--- config.mk ---
export PLATFORM = sky130hd
export DESIGN_NAME = button_intr_ctrl_flat
export DESIGN_NICKNAME = d
export VERILOG_FILES = /design/src/rtl/button_intr_ctrl_if.sv /design/src/rtl/button_intr_ctrl.sv /design/src/flat_wrapper.sv
export SDC_FILE = /design/constraint.sdc
export NUM_CORES = 1
export LEC_CHECK = 0
export CAP_MARGIN = 10
export CORE_MARGIN = 2
export CORE_UTILIZATION = 48
export DETAILED_ROUTE_END_ITERATION = 6
export PLACE_DENSITY = 0.76
export SKIP_LAST_GASP = 1
export SYNTH_ARGS = -nofsm -noshare
export SYNTH_HDL_FRONTEND = slang
export SYNTH_SLANG_ARGS = --single-unit
--- constraint.sdc ---
create_clock -name clk -period 1.6 [get_ports clk]
set_input_delay 0.16 -clock clk [delete_from_list [all_inputs] [get_ports clk]]
set_output_delay 0.16 -clock clk [all_outputs]
set_load 0.005 [all_outputs]
--- src/rtl/button_intr_ctrl_if.sv ---
// Interrupt request/acknowledge handshake between the button controller and the processor.
// The controller drives irq/irq_id through the master modport; the processor answers with ack.
interface button_intr_ctrl_if #(
    parameter int unsigned ID_W = 2
) ();

    logic            irq;
    logic [ID_W-1:0] irq_id;
    logic            ack;

    modport master (
        output irq,
        output irq_id,
        input  ack
    );

    modport slave (
        input  irq,
        input  irq_id,
        output ack
    );

endinterface

--- src/rtl/button_intr_ctrl.sv ---
// Push-button event controller: synchronise, debounce and edge-detect each active-low button,
// latch events as pending, and serve them lowest index first over a req/ack interrupt handshake.
module button_intr_ctrl #(
    parameter int unsigned NBTN      = 4,
    parameter int unsigned DEBOUNCE  = 3,
    parameter int unsigned ID_W      = 2,
    parameter int unsigned EDGE_MODE = 0
) (
    input  logic                  clk,
    input  logic                  reset,
    input  logic [NBTN-1:0]       btn_n,
    input  logic [NBTN-1:0]       mask,
    button_intr_ctrl_if.master    intr,
    output logic [NBTN-1:0]       level,
    output logic [NBTN-1:0]       pending,
    output logic [NBTN-1:0]       miss
);

    localparam int unsigned    CNT_W   = $clog2(DEBOUNCE);
    localparam logic [CNT_W-1:0] CNT_MAX = CNT_W'(DEBOUNCE - 1);

    typedef enum logic {
        ST_IDLE = 1'b0,
        ST_REQ  = 1'b1
    } state_e;

    logic [NBTN-1:0]  sync1_q;
    logic [NBTN-1:0]  sync2_q;
    logic [NBTN-1:0]  sample;

    logic [CNT_W-1:0] cnt_q [NBTN];
    logic [CNT_W-1:0] cnt_d [NBTN];

    logic [NBTN-1:0]  level_q;
    logic [NBTN-1:0]  level_d;
    logic [NBTN-1:0]  toggle;
    logic [NBTN-1:0]  evt;

    logic [NBTN-1:0]  pending_q;
    logic [NBTN-1:0]  pending_d;
    logic [NBTN-1:0]  miss_q;
    logic [NBTN-1:0]  miss_d;
    logic [NBTN-1:0]  clr;

    state_e           state_q;
    state_e           state_d;
    logic             irq_q;
    logic             irq_d;
    logic [ID_W-1:0]  irq_id_q;
    logic [ID_W-1:0]  irq_id_d;
    logic [ID_W-1:0]  low_idx;
    logic             ack_hit;

    // Buttons are active-low; the internal sample reads 1 when pressed.
    assign sample = ~sync2_q;

    always_ff @(posedge clk) begin
        if (reset) begin
            sync1_q <= '1;
            sync2_q <= '1;
        end else begin
            sync1_q <= btn_n;
            sync2_q <= sync1_q;
        end
    end

    // Debounce: level follows the sample only after DEBOUNCE consecutive differing samples.
    always_comb begin
        toggle = '0;
        for (int i = 0; i < int'(NBTN); i++) begin
            cnt_d[i] = '0;
            if (sample[i] != level_q[i]) begin
                if (cnt_q[i] == CNT_MAX) begin
                    toggle[i] = 1'b1;
                end else begin
                    cnt_d[i] = cnt_q[i] + CNT_W'(1);
                end
            end
        end
        level_d = level_q ^ toggle;
    end

    always_comb begin
        case (EDGE_MODE)
            0:       evt = toggle & ~level_q & mask;
            1:       evt = toggle &  level_q & mask;
            default: evt = toggle & mask;
        endcase
    end

    always_comb begin
        low_idx = '0;
        for (int i = int'(NBTN) - 1; i >= 0; i--) begin
            if (pending_q[i]) begin
                low_idx = ID_W'(i);
            end
        end
    end

    always_comb begin
        clr = '0;
        for (int i = 0; i < int'(NBTN); i++) begin
            clr[i] = ack_hit && (irq_id_q == ID_W'(i));
        end
    end

    // A new event on the acknowledged channel wins over its clear and is not a loss.
    always_comb begin
        pending_d = (pending_q & ~clr) | evt;
        miss_d    = (miss_q & ~clr) | (evt & pending_q & ~clr);
    end

    always_comb begin
        state_d  = state_q;
        irq_d    = irq_q;
        irq_id_d = irq_id_q;
        ack_hit  = 1'b0;
        case (state_q)
            ST_IDLE: begin
                if (pending_q != '0) begin
                    irq_d    = 1'b1;
                    irq_id_d = low_idx;
                    state_d  = ST_REQ;
                end
            end
            ST_REQ: begin
                if (intr.ack) begin
                    ack_hit = 1'b1;
                    irq_d   = 1'b0;
                    state_d = ST_IDLE;
                end
            end
            default: begin
                irq_d   = 1'b0;
                state_d = ST_IDLE;
            end
        endcase
    end

    always_ff @(posedge clk) begin
        if (reset) begin
            for (int i = 0; i < int'(NBTN); i++) begin
                cnt_q[i] <= '0;
            end
            level_q   <= '0;
            pending_q <= '0;
            miss_q    <= '0;
            state_q   <= ST_IDLE;
            irq_q     <= 1'b0;
            irq_id_q  <= '0;
        end else begin
            for (int i = 0; i < int'(NBTN); i++) begin
                cnt_q[i] <= cnt_d[i];
            end
            level_q   <= level_d;
            pending_q <= pending_d;
            miss_q    <= miss_d;
            state_q   <= state_d;
            irq_q     <= irq_d;
            irq_id_q  <= irq_id_d;
        end
    end

    assign intr.irq    = irq_q;
    assign intr.irq_id = irq_id_q;
    assign level       = level_q;
    assign pending     = pending_q;
    assign miss        = miss_q;

endmodule
--- src/flat_wrapper.sv ---
// flat-port wrapper written by rule: the top's interface ports become plain ports
module button_intr_ctrl_flat 
#(
    parameter int unsigned NBTN      = 4,
    parameter int unsigned DEBOUNCE  = 3,
    parameter int unsigned ID_W      = 2,
    parameter int unsigned EDGE_MODE = 0
)
  (clk, reset, btn_n, mask, level, pending, miss, intr_irq, intr_irq_id, intr_ack);
  button_intr_ctrl_if #(.ID_W(ID_W)) intr_i ();
  input  logic clk;
  input  logic reset;
  input  logic [NBTN-1:0] btn_n;
  input  logic [NBTN-1:0] mask;
  output logic [NBTN-1:0] level;
  output logic [NBTN-1:0] pending;
  output logic [NBTN-1:0] miss;
  output wire logic [$bits(intr_i.irq)-1:0] intr_irq;
  output wire logic [$bits(intr_i.irq_id)-1:0] intr_irq_id;
  input wire logic [$bits(intr_i.ack)-1:0] intr_ack;
  assign intr_irq = intr_i.irq;
  assign intr_irq_id = intr_i.irq_id;
  assign intr_i.ack = intr_ack;
  button_intr_ctrl #(.NBTN(NBTN), .DEBOUNCE(DEBOUNCE), .ID_W(ID_W), .EDGE_MODE(EDGE_MODE)) u_core (.clk(clk), .reset(reset), .btn_n(btn_n), .mask(mask), .intr(intr_i), .level(level), .pending(pending), .miss(miss));
endmodule
==> summary.md, run 1 <==
| Metric | Value |
|---|---|
| Status | `finished clean` |
| Sequential share of the synthesized area | `0.531` |
| Overall die height | `54.1 um` |
| Sw Ratio | `0.206` |
| I/O pin count | `26` |
| Area Overhead vs Synth | `28.6%` |
| Hold buffer count at cts | `0` |
| Worst skew pair latency | `0.32 ns` |
| Family with the most delay on the worst path | `buffers and inverters` |
| Number of synthesized flops with an enable pin | `0` |
| Die ar. | `2930 um^2` |
| Worst-path fanout max | `6` |
| Layout Cells excl Fill | `189` |
| Initial antenna violation count | `0` |
| # clock sinks | `32` |
| Vias per cell | `5.05` |
| First DRT Iteration DRCs | `11` |
| Setup crit end kind | `primary output` |
| Pwr Density | `863 nW/um^2` |
| Highest-delay cell along the critical path | `clkdlybuf4s50_1` |
| Gp weighted congestion | `0.658` |
| Psw | `0.276 mW` |
| Port bufs | `25` |
| Antenna-violating nets left | `0` |
| Reg2reg start | `u_core.cnt_q[3][0]` |
| Critical path cell sequence | `clkdlybuf4s50_1` |
| HP Start | `btn_n[2]` |
| # resized after CTS | `0` |
| Maximum VDD drop | `0.000646 V` |
| Int Power | `1.06 mW` |
| Worst-path clk slew | `0.09 ns` |
| Max Clock Freq | `643 MHz` |
| Area contributors post-synth | `dfxtp_1 53%, ha_1 8.3%, nor2_1 7.5%, or2_2 4.1%, inv_1 3.1%` |
| Core ar. | `2430 um^2` |
| Placement Setup Slack | `0.198 ns` |
| Global route total overflow | `0` |
| Period minus WS final | `1.55 ns` |
| Vias in the first global route | `906` |
| CP Data Arrival Time | `1.39 ns` |
| Max-Cap Viols | `0` |
| Kind of critical path | `reg2out` |
| Yosys reg bits | `32` |
| Die width | `54.1 um` |
| Critical path data required time | `1.44 ns` |
| DR pass1 iterations | `4` |
| Clk network pwr share | `0.346` |
| Post-synthesis net count | `147` |
| Top_reg_cell synth | `dfxtp_1` |
| Post-Syn Area | `1210 um^2` |
| Routed WL per cell | `11.5 um` |
| Clock skew | `0.00603 ns` |
| Placement-stage cell area | `1490 um^2` |
| Hold crit path type | `in2reg` |
| CTS tree | `yes` |
| RSZ-0062 raised after global routing | `false` |
| Setup bufs post-CTS | `0` |
| Combinational Power Share | `0.046` |
| CP peak stage delay | `0.58 ns` |
| CTS H-tree depth | `2` |
| Total Nets Final | `177` |
| Area leader, netlist | `dfxtp_1` |
| Clk root buf | `clkbuf_4` |
| Synth Instances | `128` |
| Placed cells | `181` |
| # rows | `18` |
| Global-route wire length before repair | `3.65 mm` |
| Async S/R FF share, synth | `0` |
| Nature of the critical path startpoint | `flop` |
| Final Cycle Share | `0.971` |
| Clk buf depth | `2` |
| Dpl hpwl | `1.68 mm` |
| Avg Cell Area, Syn | `9.42 um^2` |
| Ys Warns | `0` |
| Most common cell after layout, fill and taps aside | `dfxtp_1` |
| Fin area | `1550 um^2` |
| DRC violations left | `0` |
| Synth cell types | `25` |
| Total GRT Usage | `0.179` |
| TritonCTS Buffers | `5` |
| Slew Viols, Final | `0` |
| Setup ws final | `0.0459 ns` |
| Final Hold Viols | `0` |
| Leak | `0.609 nW` |
| Post-synth top area share | `0.531` |
| Pin count of the biggest net entering global routing | `23` |
| Flop pwr share | `0.607` |
| Slew @ Worst Pin | `0.299 ns` |
| Fin Setup TNS | `0 ns` |
| Final WL | `2.18 mm` |
| Final setup fails | `0` |
| Initial core utilization | `0.496` |
| Crit path launch | `u_core.pending[2]` |
| Layout cells sized above 1 | `0.126` |
| Commonest cells after routing, fill and taps aside | `31 x dfxtp_1, 25 x clkdlybuf4s50_1, 24 x nor2_1, 10 x inv_1` |
| ANT cells | `0` |
| Routed vias | `955` |
| Crit path buffers/inverters | `1` |
| Worst rel slew slack | `0.800` |
final timing paths:
kind	to	slack (ns)	cells after the start
min	u_core.sync1_q[2]	0.40	2
max reg2reg	u_core.miss[3]	0.18	6
max	pending[2]	0.05	1
min reg2reg	u_core.sync2_q[2]	0.41	1
state kept, by name, summed over array words and instances (netlist names):
name and count:
u_core.miss 4, u_core.cnt_q 8, u_core.intr.irq_id 2, u_core.state_q 1, u_core.pending 4, u_core.sync1_q 4
u_core.sync2_q 4, u_core.intr.irq 1, u_core.level 4
logic make-up after synthesis:
logic type | Yosys count | share of synthesized area
simple gates | 55 | 0.225
flops | 32 | 0.531
compound gates | 15 | 0.0861
buf+inv | 14 | 0.0456
fa+ha+maj | 8 | 0.0830
xor+xnor | 4 | 0.0290
area by class of cell:
cell class                 instances  area, um^2
fill                             224         881
sequential                        32         642
multi-input combinational         82         510
timing repair buffer              27         265
clock buffer                       8        58.8
inverter                          10        37.5
tap                               30        37.5
routing by layer:
layer | vias to the layer above | part of all wire | global-route usage | routed length, um
li1 | 480 | - | - | -
met5 | - | 0 | 0 | 0
met1 | 448 | 0.41 | 0.185 | 896
met4 | 0 | 0.016 | 0.0958 | 34
met3 | 4 | 0.060 | 0.0639 | 130
met2 | 23 | 0.51 | 0.311 | 1120
through the flow:
stage,utilization,hold WS (ns),total power [mW]
global placement,0.613,0.393,0.891
finish,0.638,0.397,1.34
floorplan,-,0.264,0.858
CTS,0.637,0.379,1.36
global route,0.638,0.382,1.40
detailed placement,0.613,0.394,0.895
power by group through the flow:
stage	registers [mW]	logic, mW	clock network [mW]
global placement	0.831	0.0598	0
global route	0.815	0.0698	0.515
floorplan	0.831	0.0274	0
CTS	0.813	0.0631	0.481
finish	0.813	0.0619	0.464
detailed placement	0.832	0.0628	0
Yosys cell counts, types with 2 or more instances:
cell type	number
or2_2	8
clkbuf_1	2
nand3_1	2
nand2_1	8
and2_1	4
ha_1	8
inv_1	10
and3_1	2
nor3_1	4
nor2_1	24
a21oi_1	4
buf_2	2
dfxtp_1	32
a31oi_1	3
o21ai_0	2
xnor2_1	4
Note: power is estimated with default switching activity, not from simulation.
==> run 2, diff against run 1 <==
--- a/config.mk
+++ b/config.mk
@@ -6,10 +6,11 @@
 export NUM_CORES = 1
 export LEC_CHECK = 0
 export CAP_MARGIN = 10
-export CORE_MARGIN = 2
-export CORE_UTILIZATION = 48
+export CORE_MARGIN = 5
+export CORE_UTILIZATION = 59
 export DETAILED_ROUTE_END_ITERATION = 6
-export PLACE_DENSITY = 0.76
+export DONT_BUFFER_PORTS = 1
+export PLACE_DENSITY = 0.75
 export SKIP_LAST_GASP = 1
 export SYNTH_ARGS = -nofsm -noshare
 export SYNTH_HDL_FRONTEND = slang
==> run 2 against run 1 <==
  * Flip-flop and latch count unchanged
  * Die area increased by 4.0%
  * Via count decreased by 8.4%
  * Critical path depth increased by 5
  * Clock skew about the same
  * Sequential power about the same
  * Cell count decreased by 12%
  * Global-route usage decreased by 2.7 points
  * Largest power group unchanged
==> summary.md, run 2 (synthesis results as in run 1) <==
| Metric | Value |
|---|---|
| Layout cells sized above 1 | `0.129 (+0.00279)` |
| Placed cells | `151 (-17%)` |
| Kind of critical path | `reg2reg` |
| Setup crit end kind | `flop` |
| Die ar. | `3050 um^2 (+4.0%)` |
| Most common cell after layout, fill and taps aside | `dfxtp_1` |
| Leak | `0.551 nW (-9.5%)` |
| Clk buf depth | `2 (unchanged)` |
| Clk root buf | `clkbuf_4` |
| Initial antenna violation count | `0 (unchanged)` |
| First DRT Iteration DRCs | `14 (+3)` |
| Max Clock Freq | `722 MHz (+12%)` |
| Period minus WS final | `1.38 ns (-0.170 ns)` |
| Fin area | `1380 um^2 (-11%)` |
| Register Area | `641 um^2 (-0.20%)` |
| Initial core utilization | `0.615 (+0.119)` |
| Reg2reg start | `u_core.cnt_q[3][0]` |
| DRC violations left | `0 (unchanged)` |
| Clock skew | `0.00609 ns (+0.0000626 ns)` |
| Nature of the critical path startpoint | `flop` |
| Fin Setup TNS | `0 ns (unchanged)` |
| Total GRT Usage | `0.152 (-0.0266)` |
| CTS tree | `yes` |
| HP Start | `reset` |
| I/O pin count | `26 (unchanged)` |
| Slew @ Worst Pin | `0.687 ns (+0.388 ns)` |
| # rows | `16 (-2)` |
| Hold path depth | `3 (+1)` |
| TritonCTS Buffers | `5 (unchanged)` |
| CP Data Arrival Time | `1.59 ns (+0.20 ns)` |
| Worst-path clk slew | `0.09 ns (about the same)` |
| Antenna-violating nets left | `0 (unchanged)` |
| Status | `finished clean` |
| Routed vias | `875 (-8.4%)` |
| Max reg flops | `8 (unchanged)` |
| Placement-stage cell area | `1220 um^2 (-18%)` |
| Vias per cell | `5.24 (+3.7%)` |
| R2R cell count | `6 (unchanged)` |
| WHS Endpoint | `u_core.cnt_q[3][1]` |
| Layout Cells excl Fill | `167 (-12%)` |
| Area Overhead vs Synth | `14.2%` |
| Core ar. | `1960 um^2 (-19%)` |
| CTS H-tree depth | `2 (unchanged)` |
| ANT cells | `0 (unchanged)` |
| Slew Viols, Final | `0 (unchanged)` |
| Gp weighted congestion | `0.693 (+5.4%)` |
| Total Nets Final | `159 (-10%)` |
| Final setup fails | `0 (unchanged)` |
| Final Hold Viols | `0 (unchanged)` |
| Global route total overflow | `0 (unchanged)` |
| Pin count of the biggest net entering global routing | `21 (-8.7%)` |
| # clock sinks | `32 (unchanged)` |
| Worst rel slew slack | `0.540 (-0.260)` |
| DR pass1 iterations | `4 (unchanged)` |
| Die width | `55.2 um (+2.0%)` |
| RSZ-0062 raised after global routing | `false` |
| Most flop-heavy register | `u_core.cnt_q` |
| Filler instances | `165 (-26%)` |
| Routed WL per cell | `12.4 um (+8.0%)` |
| Global-route wire length before repair | `3.75 mm (+2.6%)` |
| RR Endpoint | `u_core.miss[3]` |
| Setup bufs post-CTS | `0 (unchanged)` |
| Final Cycle Share | `0.865 (-0.106)` |
| # resized after CTS | `0 (unchanged)` |
| Vias in the first global route | `917 (+1.2%)` |
| Commonest cells after routing, fill and taps aside | `32 x dfxtp_1, 24 x nor2_1, 10 x inv_1, 9 x dlygate4sd3_1` |
| Overall die height | `55.2 um (+2.0%)` |
| Max-Cap Viols | `0 (unchanged)` |
| Pwr Density | `976 nW/um^2 (+13%)` |
| Hold crit path type | `in2reg` |
| Worst skew pair latency | `0.31 ns (about the same)` |
| Hold buffer count at cts | `8 (+8)` |
| R2R setup slack | `0.22 ns (+0.04 ns)` |
| Area of the multi-input gates | `510 um^2 (unchanged)` |
| Worst-path fanout max | `2 (-4)` |
| Critical path data required time | `1.81 ns (+0.37 ns)` |
| Port bufs | `0 (-100%)` |
| Dpl hpwl | `1.45 mm (-14%)` |
| Maximum VDD drop | `0.000649 V (+0.48%)` |
| Final WL | `2.08 mm (-4.6%)` |
==> run 2: cell count changes in the layout (fill, tap and decap cells not counted), sizes merged <==
cell / before / now
buf: 2 / 0
clkbuf: 8 / 7
clkdlybuf4s50: 25 / 0
dlygate4sd3: 0 / 9
==> run 2: area by class of cell <==
| class | instances | share of cell area |
|---|---|---|
| flip-flops and latches | 32 | 0.465 |
| clock buffers | 7 | 0.0472 |
| inverters | 10 | 0.0272 |
| multi-input cells | 82 | 0.371 |
| repair buffers | 9 | 0.0654 |
| well taps | 27 | 0.0245 |
==> run 2: how the worst max path moves through the flow <==
stage / start / to / cells past startpoint
2_1_floorplan: u_core.cnt_q[3][0] / u_core.miss[3] / 6
3_3_place_gp: u_core.cnt_q[3][0] / u_core.miss[3] / 6
3_5_place_dp: u_core.cnt_q[3][0] / u_core.miss[3] / 6
4_1_cts: u_core.cnt_q[3][0] / u_core.miss[3] / 6
5_1_grt: u_core.cnt_q[3][0] / u_core.miss[3] / 6
6_report: u_core.cnt_q[3][0] / u_core.miss[3] / 6
==> run 2: power breakdown <==
group,internal (mW),leakage (nW),switching [mW]
Sequential,0.808,0.260,0.00428
Clock,0.249,0.0374,0.236
Combinational,0.0270,0.254,0.0193
Total,1.08,0.551,0.259
==> run 2: critical path: stages (launching register included) <==
cell and delay [ns]:
dfxtp_1 0.33, inv_1 0.04, ha_1 0.19, and2_1 0.14, ha_1 0.18, a31o_2 0.23, and3_1 0.17
==> run 2: per-layer routing <==
layer  vias to the layer above  wire length [um]  track usage
met1                       400               765        0.143
met3                         6               181       0.0746
met4                         0                44       0.0868
met2                        25              1090        0.265
li1                        444                 -            -
met5                         -                 0            0
==> run 2: metrics by stage <==
stage / hold WS [ns] / power [mW] / setup slack [ns] / utilization
CTS: 0.00977 / 1.35 / 0.223 / 0.697
global placement: 0.230 / 0.853 / 0.257 / 0.623
finish: 0.0141 / 1.34 / 0.215 / 0.702
detailed placement: 0.233 / 0.854 / 0.234 / 0.623
global route: 0.0149 / 1.41 / 0.122 / 0.702
floorplan: 0.264 / 0.858 / 0.270 / -
==> run 3, diff against run 2 <==
--- a/config.mk
+++ b/config.mk
@@ -10,6 +10,7 @@
 export CORE_UTILIZATION = 59
 export DETAILED_ROUTE_END_ITERATION = 6
 export DONT_BUFFER_PORTS = 1
+export HOLD_SLACK_MARGIN = 0.12
 export PLACE_DENSITY = 0.75
 export SKIP_LAST_GASP = 1
 export SYNTH_ARGS = -nofsm -noshare
==> run 3 against run 2 <==
  * Total power rose by 0.53%
  * Critical path depth fell by 3
  * Wire length fell by 1.8%
  * Critical endpoint unchanged
==> summary.md, run 3 (synthesis results as in run 1) <==
| Metric | Value |
|---|---|
| Port bufs | `0 (unchanged)` |
| ANT cells | `0 (unchanged)` |
| Setup bufs post-CTS | `0 (unchanged)` |
| Psw | `0.265 mW (+2.1%)` |
| DR pass1 iterations | `4 (unchanged)` |
| DRC violations left | `0 (unchanged)` |
| Setup crit end kind | `flop` |
| Global route total overflow | `0 (unchanged)` |
| Highest-delay cell along the critical path | `dlygate4sd3_1` |
| CTS tree | `yes` |
| Max Clock Freq | `692 MHz (-4.2%)` |
| Dpl hpwl | `1.45 mm (unchanged)` |
| Hold crit path type | `in2reg` |
| Worst-path clk slew | `0.09 ns (about the same)` |
| Slew Viols, Final | `0 (unchanged)` |
| Pwr Density | `974 nW/um^2 (-0.19%)` |
| Clk root buf | `clkbuf_4` |
| Filler instances | `166 (+0.61%)` |
| Initial antenna violation count | `0 (unchanged)` |
| Initial core utilization | `0.615 (unchanged)` |
| Family with the most delay on the worst path | `buffers and inverters` |
| Routed WL per cell | `12.1 um (-2.4%)` |
| Area Overhead vs Synth | `15.0%` |
| Kind of critical path | `in2reg` |
| Clock skew | `0.00537 ns (-0.000721 ns)` |
| Design Power | `1.35 mW (+0.53%)` |
| Final core area utilization | `0.707 (+0.00510)` |
| Core ar. | `1960 um^2 (unchanged)` |
| Vias in the first global route | `900 (-1.9%)` |
| Die width | `55.2 um (unchanged)` |
| Critical path cell sequence | `dlygate4sd3_1 -> inv_1 -> and3_1` |
| Overall die height | `55.2 um (unchanged)` |
| CP Data Arrival Time | `1.65 ns (+0.06 ns)` |
| Die ar. | `3050 um^2 (unchanged)` |
| I/O pin count | `26 (unchanged)` |
| Commonest cells after routing, fill and taps aside | `32 x dfxtp_1, 24 x nor2_1, 10 x inv_1, 10 x dlygate4sd3_1` |
| Clk buf depth | `2 (unchanged)` |
| Slew @ Worst Pin | `0.836 ns (+0.149 ns)` |
| Status | `finished clean` |
| Critical path data required time | `1.81 ns (about the same)` |
| Max reg flops | `8 (unchanged)` |
| Flop pwr share | `0.602 (-0.003)` |
| Gp weighted congestion | `0.693 (unchanged)` |
| # rows | `16 (unchanged)` |
| Final Cycle Share | `0.903 (+0.0377)` |
| Most flop-heavy register | `u_core.cnt_q` |
| Placed cells | `151 (unchanged)` |
| Total Nets Final | `160 (+0.63%)` |
| Period minus WS final | `1.44 ns (+0.0603 ns)` |
| CP peak stage delay | `1.08 ns (+0.75 ns)` |
| Sw Ratio | `0.196 (+0.00298)` |
| CTS H-tree depth | `2 (unchanged)` |
| Most common cell after layout, fill and taps aside | `dfxtp_1` |
| Maximum VDD drop | `0.000641 V (-1.2%)` |
| RSZ-0062 raised after global routing | `false` |
| Worst skew pair latency | `0.31 ns (about the same)` |
| Pin count of the biggest net entering global routing | `26 (+24%)` |
| Vias per cell | `5.25 (+0.20%)` |
| Combinational Power Share | `0.038 (+0.003)` |
| First DRT Iteration DRCs | `16 (+2)` |
| Global-route wire length before repair | `3.71 mm (-0.91%)` |
| TritonCTS Buffers | `5 (unchanged)` |
| Crit path buffers/inverters | `2 (+1)` |
| Fin Setup TNS | `0 ns (unchanged)` |
| # clock sinks | `32 (unchanged)` |
| Layout Cells excl Fill | `168 (+0.60%)` |
| Antenna-violating nets left | `0 (unchanged)` |
| Worst rel slew slack | `0.441 (-0.0996)` |
| Final Hold Viols | `0 (unchanged)` |
| Clk network pwr share | `0.360 (about the same)` |
| Worst-path fanout max | `25 (+23)` |
| Routed vias | `882 (+0.80%)` |
| Final WL | `2.04 mm (-1.8%)` |
| Leak | `0.556 nW (+0.76%)` |
| Total GRT Usage | `0.149 (-0.00291)` |
| Max-Cap Viols | `0 (unchanged)` |
| Layout cells sized above 1 | `0.128 (-0.000912)` |
| Int Power | `1.09 mW (+0.16%)` |
| Nature of the critical path startpoint | `input port` |
| Final setup fails | `0 (unchanged)` |
run 3: changes by cell type in the layout (fill, tap and decap cells not counted), sizes merged:
cell,previous run,this run
dlygate4sd3,9,10
run 3: power by group through the flow:
stage	Clock (mW)	Combinational (mW)	Sequential [mW]
6_report	0.487	0.0518	0.813
5_1_grt	0.545	0.0581	0.815
4_1_cts	0.496	0.0521	0.813
3_5_place_dp	0	0.0226	0.832
3_3_place_gp	0	0.0213	0.831
2_1_floorplan	0	0.0274	0.831
run 3: layout make-up:
| cell class | instances | area, um^2 | area share |
|---|---|---|---|
| clock buffer | 7 | 65.1 | 0.0469 |
| inverter | 10 | 37.5 | 0.0271 |
| multi-input combinational | 82 | 510 | 0.368 |
| sequential | 32 | 641 | 0.462 |
| tap | 27 | 33.8 | 0.0243 |
| timing repair buffer | 10 | 100 | 0.0721 |
run 3: per-layer routing:
layer / vias to the layer above / GRT usage / share of wire
li1: 446 / - / -
met1: 410 / 0.143 / 0.40
met2: 21 / 0.267 / 0.51
met3: 5 / 0.0723 / 0.075
met4: 0 / 0.0660 / 0.013
met5: - / 0 / 0
run 3: stage by stage:
| step | hold slack, ns | area (um^2) | setup slack (ns) |
|---|---|---|---|
| after floorplan | 0.264 | 1210 | 0.270 |
| after global placement | 0.230 | 1220 | 0.257 |
| after detailed placement | 0.233 | 1220 | 0.234 |
| after CTS | 0.133 | 1390 | 0.180 |
| after global routing | 0.137 | 1390 | 0.0936 |
| final | 0.138 | 1390 | 0.155 |
run 3: worst paths after layout:
check / startpoint / to / slack, ns / cells past startpoint
max: reset / u_core.miss[3] / 0.16 / 3
min: intr_ack / u_core.intr.irq / 0.14 / 3
max reg2reg: u_core.cnt_q[3][0] / u_core.miss[3] / 0.22 / 6
min reg2reg: u_core.cnt_q[3][0] / u_core.cnt_q[3][0] / 0.41 / 1
run 3: worst min-delay path, stage by stage:
cell       delay, ns
nand2_1         0.10
a2bb2oi_1       0.08
nor2_1          0.07
run 3: timing repair:
action,in CTS,in global routing
hold buffers,10,0
gates resized for setup,0,0
hold endpoints to repair,32,0
